<file path="config.mk">
export PLATFORM = sky130hd
export DESIGN_NAME = fmap_stream_ctrl_layer2
export DESIGN_NICKNAME = d
export VERILOG_FILES = /design/src/rtl/fmap_stream_ctrl_layer2.sv
export SDC_FILE = /design/constraint.sdc
export NUM_CORES = 1
export LEC_CHECK = 0
export BUFFER_PORTS_ARGS = -buffer_cell sky130_fd_sc_hd__buf_4
export CAP_MARGIN = 20
export CORE_UTILIZATION = 49
export DETAILED_ROUTE_END_ITERATION = 12
export PLACE_DENSITY = 0.77
export SYNTH_ARGS = -nofsm -noshare
export SYNTH_HDL_FRONTEND = slang
export SYNTH_SLANG_ARGS = --single-unit
</file>
<file path="constraint.sdc">
create_clock -name clk -period 2.14 [get_ports clk]
set_input_delay 0.107 -clock clk [delete_from_list [all_inputs] [get_ports clk]]
set_output_delay 0.107 -clock clk [all_outputs]
set_load 0.01 [all_outputs]
</file>
<file path="src/rtl/fmap_stream_ctrl_layer2.sv">
// Transmit side of the layer-2 conv pixel stream: raster-reads the feature map,
// appends flush enables, and sequences CO channel passes via engine self-reset.
module fmap_stream_ctrl_layer2 #(
  parameter int I_BW    = 8,
  parameter int I_SIZE  = 12,
  parameter int K_SIZE  = 5,
  parameter int CO      = 4,
  parameter int PAD_CYC = 2,
  parameter int ADDR_BW = $clog2(I_SIZE*I_SIZE),
  parameter int CH_BW   = $clog2(CO)+1
)(
  input  logic               clk,
  input  logic               global_rst_n,
  input  logic               i_start,
  input  logic               i_user_reset,
  input  logic               i_stall,
  output logic               o_mem_en,
  output logic [ADDR_BW-1:0] o_mem_addr,
  input  logic [I_BW-1:0]    i_mem_data,
  output logic [I_BW-1:0]    o_fmap,
  output logic               o_ce,
  output logic               o_self_rst,
  output logic               o_user_reset,
  input  logic               i_conv_end,
  input  logic               i_conv_all_end,
  output logic [CH_BW-1:0]   o_ch_idx,
  output logic               o_busy,
  output logic               o_done,
  output logic               o_err
);

  localparam int NPIX   = I_SIZE*I_SIZE;
  localparam int PAD_BW = $clog2(PAD_CYC+1);
  localparam int STAGES = 1;
  localparam logic [ADDR_BW-1:0] LAST_ADDR = ADDR_BW'(NPIX-1);
  localparam logic [PAD_BW-1:0]  LAST_PAD  = PAD_BW'(PAD_CYC-1);
  localparam logic [CH_BW-1:0]   LAST_CH   = CH_BW'(CO-1);

  if (PAD_CYC < 1 || K_SIZE > I_SIZE) begin : g_bad_cfg
    $error("fmap_stream_ctrl_layer2: PAD_CYC must be >= 1 and K_SIZE <= I_SIZE");
  end

  typedef enum logic [2:0] {IDLE, STREAM, PAD, WAIT_END, CH_RST} state_t;

  state_t              state, state_nxt;
  logic [ADDR_BW-1:0]  addr_q, addr_nxt;
  logic [PAD_BW-1:0]   pad_q, pad_nxt;
  logic [CH_BW-1:0]    ch_q, ch_nxt;
  logic                err_q, err_nxt;
  logic                pad_issue;
  logic [STAGES:1]     vld_pipe, rd_pipe;

  always_comb begin
    state_nxt  = state;
    addr_nxt   = addr_q;
    pad_nxt    = pad_q;
    ch_nxt     = ch_q;
    o_mem_en   = 1'b0;
    pad_issue  = 1'b0;
    o_self_rst = 1'b0;
    o_done     = 1'b0;
    case (state)
      IDLE: if (i_start) begin
        state_nxt = STREAM;
        addr_nxt  = '0;
        ch_nxt    = '0;
      end
      STREAM: if (!i_stall) begin
        o_mem_en = 1'b1;
        addr_nxt = addr_q + 1'b1;
        if (addr_q == LAST_ADDR) begin
          state_nxt = PAD;
          pad_nxt   = '0;
        end
      end
      PAD: if (!i_stall) begin
        pad_issue = 1'b1;
        pad_nxt   = pad_q + 1'b1;
        if (pad_q == LAST_PAD) state_nxt = WAIT_END;
      end
      WAIT_END: if (i_conv_end) state_nxt = CH_RST;
      CH_RST: begin
        o_self_rst = 1'b1;
        addr_nxt   = '0;
        if (ch_q == LAST_CH) begin
          o_done    = 1'b1;
          ch_nxt    = '0;
          state_nxt = IDLE;
        end else begin
          ch_nxt    = ch_q + 1'b1;
          state_nxt = STREAM;
        end
      end
      default: state_nxt = IDLE;
    endcase
    // Abort wins over everything except the async reset.
    if (i_user_reset) begin
      state_nxt = IDLE;
      addr_nxt  = '0;
      pad_nxt   = '0;
      ch_nxt    = '0;
    end
  end

  // Mismatch watch only while running; cleared by an accepted start.
  always_comb begin
    err_nxt = err_q;
    if (!i_user_reset) begin
      if (state == IDLE) begin
        if (i_start) err_nxt = 1'b0;
      end else if ((o_done && !i_conv_all_end) || (i_conv_all_end && ch_q < LAST_CH)) begin
        err_nxt = 1'b1;
      end
    end
  end

  always_ff @(posedge clk or negedge global_rst_n) begin
    if (!global_rst_n) begin
      state    <= IDLE;
      addr_q   <= '0;
      pad_q    <= '0;
      ch_q     <= '0;
      err_q    <= 1'b0;
      vld_pipe <= '0;
      rd_pipe  <= '0;
    end else begin
      state    <= state_nxt;
      addr_q   <= addr_nxt;
      pad_q    <= pad_nxt;
      ch_q     <= ch_nxt;
      err_q    <= err_nxt;
      vld_pipe <= (o_mem_en | pad_issue) & ~i_user_reset;
      rd_pipe  <= o_mem_en & ~i_user_reset;
    end
  end

  assign o_ce         = vld_pipe[STAGES];
  assign o_fmap       = (vld_pipe[STAGES] & rd_pipe[STAGES]) ? i_mem_data : '0;
  assign o_mem_addr   = addr_q;
  assign o_ch_idx     = ch_q;
  assign o_busy       = (state != IDLE);
  assign o_err        = err_q;
  assign o_user_reset = i_user_reset;

endmodule
</file>
## Yosys cells after proc, flatten, opt, wreduce, memory -nomap -nowiden

Cells that the tools add are included.
Widths: inputs -> output; s select.

- Add/subtract/negate cells: 3
- Order comparisons: 1
- Equal/unequal tests: 14
- Multiplexer cells: 32
- Bitwise gates (word level): 5
- Reductions and logical operators: 15

Operators by type and width:

| cell | number |
|---|---|
| $mux 8 | 4 |
| $mux 3 | 10 |
| $pmux 8 s3 | 1 |
| $ne 3x3->1 const B | 6 |
| $pmux 3 s5 | 1 |
| $mux 1 | 10 |
| $eq 3x2->1 const B | 3 |
| $reduce_bool 3->1 | 3 |
| $add 8x1->8 const B | 1 |
| $eq 8x8->1 const B | 1 |
| $mux 2 | 4 |
| $pmux 3 s2 | 1 |
| $reduce_and 3->1 | 2 |
| $reduce_and 6->1 | 1 |
| $pmux 2 s2 | 1 |
| $reduce_and 4->1 | 1 |
| $reduce_bool 4->1 | 1 |
| $add 3x1->3 const B | 1 |
| $and 1x1->1 | 3 |
| $eq 3x1->1 const B | 1 |
| $eq 3x3->1 const B | 1 |
| $logic_not 3->1 | 1 |
| $lt 3x2->1 const B | 1 |
| $add 2x1->2 const B | 1 |
| other kinds (9) | 10 |

- Flip-flop bits (word level): 19

## Longest topological paths before layout

- Depth in word-level cells: 7
- Depth in mapped cells: 6
- Mapped depth without buffers: 5

## Least setup slack after synthesis

Ideal clock, no wire load.

- Path kind: reg-to-reg
- Start: reg addr_q[0] (netlist: o_mem_addr[0])
- End: reg state[1]
- Arrival: 1.547 ns
- Data required time: 2.053 ns
- Setup slack: 0.506 ns
- Cell stages (with the launch flop): 6
- Path through: dfrtp_1 > ha_1 > and3_2 > a21boi_2 > or4b_1 > a211oi_2

- Word-level cells in the longest chain between the ends: 3

Ends and longest elaborated chain:

| what | line | RTL |
|---|---|---|
| start, declared | 46 | `logic [ADDR_BW-1:0] addr_q, addr_nxt;` |
| start signal, assigned | 128 | `addr_q <= addr_nxt;` |
| $eq 8x8->1 | 71 | `if (addr_q == LAST_ADDR) begin` |
| $ne 3x3->1 (no source line) | n/a |  |
| $reduce_and 6->1 (no source line) | n/a |  |
| end signal, assigned | 127 | `state <= state_nxt;` |
| end, declared | 45 | `state_t state, state_nxt;` |

Every way passes these cells.
A chain may end at the register's enable or synchronous reset.

## Final worst setup path

- Start: reg state[2]
- End: reg addr_q[7] (netlist: o_mem_addr[7])

- Word-level cells in the longest chain between the ends: 3
- Elaborated cells between the ends (all ways): 9

Ends and longest elaborated chain:

| what | line | RTL |
|---|---|---|
| $eq 3x1->1 (tied with other cells) | 62 | `case (state)` |
| $ne 3x3->1 (no source line) (tied with other cells) | n/a |  |
| $reduce_and 3->1 (no source line) / $mux 8 (equally long branches) | n/a |  |

Parallel ways exist; a longest one is shown, timed or not.

==> impl_results.md <==
- DRT Wirelength: 2611 um
- Final hold violations: 0
- Wire length per cell: 14.27 um
- Cts bufs inserted: 3
- Worst-path maximum fanout: 14
- Fraction of registers with async set/reset: 100.0%
- Worst EP required: 2.37 ns
- IO Port Bufs: 40
- Worst hold path type: in2reg
- Remaining antenna violation count: 0
- WHS: 0.1028 ns
- Pwr Total: 0.8029 mW
- Final period util: 85.64%
- Number of synthesis warnings: 0
- RSZ-0062 raised after global routing: false
- Worst-path clk slew: 0.11 ns
- Worst rel slew slack: 68.47%
- Arr. time, crit path: 2.06 ns
- Synth Area per Inst: 10.20 um2
- Final instance area: 1491 um2
- Sw power: 0.2444 mW
- CTS sink cnt: 19
- Post-synth top cells: dfrtp_1 (19), and3_1 (9), nand2_1 (8)
- Synth cell types: 47
- Setup Fix Bufs, Post-CTS: 0
- Die Y: 50.71 um
- Placed Cells: 177
- Chip Width: 50.71 um
- Net count, final: 174
- Startpoint Class: register
- Area after DPL: 1445 um2
- Grt ovf: 0
- Clock latency on the worst-skew pair: 0.29 ns
- Comb pwr share: 25.6%
- Initial antenna violation count: 0
- Slew at the pin closest to its max-slew limit: 0.4693 ns
- Area share of the largest cell type after synthesis: 40.90%
- Synthesized Nets: 132
- Fmax: 0.5456 GHz
- Post-Route Setup TNS: 0 ns
- Number of global-route vias before repair: 976
- Fillers: 197
- Post-synthesis to final-layout area growth: 28.31%
- Cell with the most instances after synthesis: dfrtp_1
- Final Setup Violations: 0
- Int Power: 0.5585 mW
- Maximum clock path buffer count: 2
- RD Place Congestion: 0.7770
- DPL Wire Length: 1899 um
- Top post-synthesis cells by area: dfrtp_1 (41%), and3_1 (4.8%), nor4b_4 (4.1%), buf_6 (3.9%), ha_1 (3.2%)
- Post-layout util: 66.78%
- Max Slew Vio Count: 0
- Full die area: 2571 um2
- Setup Skew: 0.007862 ns
- Setup WS post-layout: 0.3072 ns
- R2r setup slk: 0.31 ns
- CTS tree: done
- # Max-Cap Violations: 0
- VDD IR-drop max: 0.3648 mV
- Critical path capture point type: register
- H-tree Lvls: 1
- Num ports: 41
- Post-route DRC violation count: 0
- Number of DRC markers in iteration 0: 29
- Row Count: 17
- Leakage power: 0.7821 nW
- Layout Cells excl Fill: 183
- Vias post-DR: 1063
- Initial Util: 52.04%
- Register area share after synthesis: 40.90%
- First-pass GRT wire length: 4319 um
- Clock root buffer: clkbuf_4
- Pin count of the biggest net entering global routing: 20
- Status: finished clean
- Via density: 5.809
- Share of cells above drive strength 1: 36.13%
- Reg power frac: 52.4%
- GRT Resource Usage Total: 22.29%
- Yosys top cell by area: dfrtp_1
- Power density over the cells: 538.4 nW/um2
- Main synth FF type: dfrtp_1
- Tmin final: 1.833 ns
- WS Path Type: reg2reg
- 1st-pass router iterations: 5
- Syn Inst Count: 114
- Number of synthesized flops with an enable pin: 0
- Sw Ratio: 30.44%
- Number of synthesized register bits: 19
- Setup WS pre-CTS: 0.3756 ns
- Clock power share: 22.0%
- Core area: 2233 um2
- Post-Synthesis Cell Area: 1162 um2
- Antenna diode count: 0
-- flip-flops by register name (all words and copies together) (netlist names) --
name and cells:
o_mem_addr 8, o_ce 1, o_ch_idx 3, rd_pipe 1, state 3, o_err 1, pad_q 2
-- power groups by stage --
stage | clock network [mW] | logic (mW) | registers, mW
after floorplan | 0 | 0.137 | 0.415
after global placement | 0 | 0.196 | 0.424
after detailed placement | 0 | 0.201 | 0.426
after CTS | 0.179 | 0.204 | 0.420
after global routing | 0.197 | 0.227 | 0.428
final | 0.177 | 0.206 | 0.421
-- final timing paths --
| path | from | endpoint | cells after the start |
|---|---|---|---|
| max | state[2] | o_mem_addr[7] | 4 |
| min | i_conv_end | state[2] | 3 |
| max reg2reg | state[2] | o_mem_addr[7] | 4 |
| min reg2reg | o_err | o_err | 1 |
| max in group asynchronous | global_rst_n | o_mem_addr[0] | 2 |
| min in group asynchronous | global_rst_n | o_err | 2 |
-- repair_timing --
action                                 CTS  global route
endpoints found under the hold margin   19             1
hold buffers                             1             1
gates resized for setup                  0             0
-- cell type report --
| type | count | area (um2) | share of cell area, % |
|---|---|---|---|
| clock buffer | 4 | 26.28 | 1.762 |
| timing repair buffer | 42 | 320.3 | 21.48 |
| inverter | 5 | 18.77 | 1.258 |
| multi-input combinational | 85 | 615.6 | 41.28 |
| sequential | 19 | 475.5 | 31.88 |
| tap | 28 | 35.03 | 2.349 |
-- cell families after synthesis --
family | synth area share, %
flip-flops | 40.90
AO/OA/AOI/OAI | 19.70
adder cells (fa/ha/maj) | 3.230
XOR/XNOR | 0.7536
AND/OR/NAND/NOR | 27.45
multiplexers | 1.830
buffers and inverters | 6.135
-- worst max-delay path, cell delays in order, from the launching register on --
cell      delay [ns]
dfrtp_1         0.55
nor4b_4         0.44
nand2b_1        0.26
nor4_1          0.38
a211o_1         0.14
-- routing by layer --
metal	vias up	part of all wire [%]	track usage [%]
li1	513	-	-
met2	50	50	39.56
met3	2	6.9	3.939
met5	-	0	0
met1	498	42	28.52
met4	0	0.57	3.704
-- cells in the final DEF, fill, tap and decap left out, types with 2 or more instances in the layout --
cell           netlist  layout
nor4b_4              2       2
a21oi_1              3       3
and3_1               9       9
clkbuf_4             0       3
nor2b_1              2       2
nor3_1               4       4
nor2_1               5       5
a22o_1               2       2
nand2_1              8       8
o21ai_0              3       3
dlygate4sd3_1        0       2
nor4_1               3       3
ha_1                 3       3
inv_1                4       4
a31oi_1              3       3
nand3_1              3       3
dfrtp_1             19      19
nand2b_1             3       3
and3_2               2       2
buf_4                1      40
or3_1                2       2
or2_2                3       3
(Power assumes the default switching activity.)
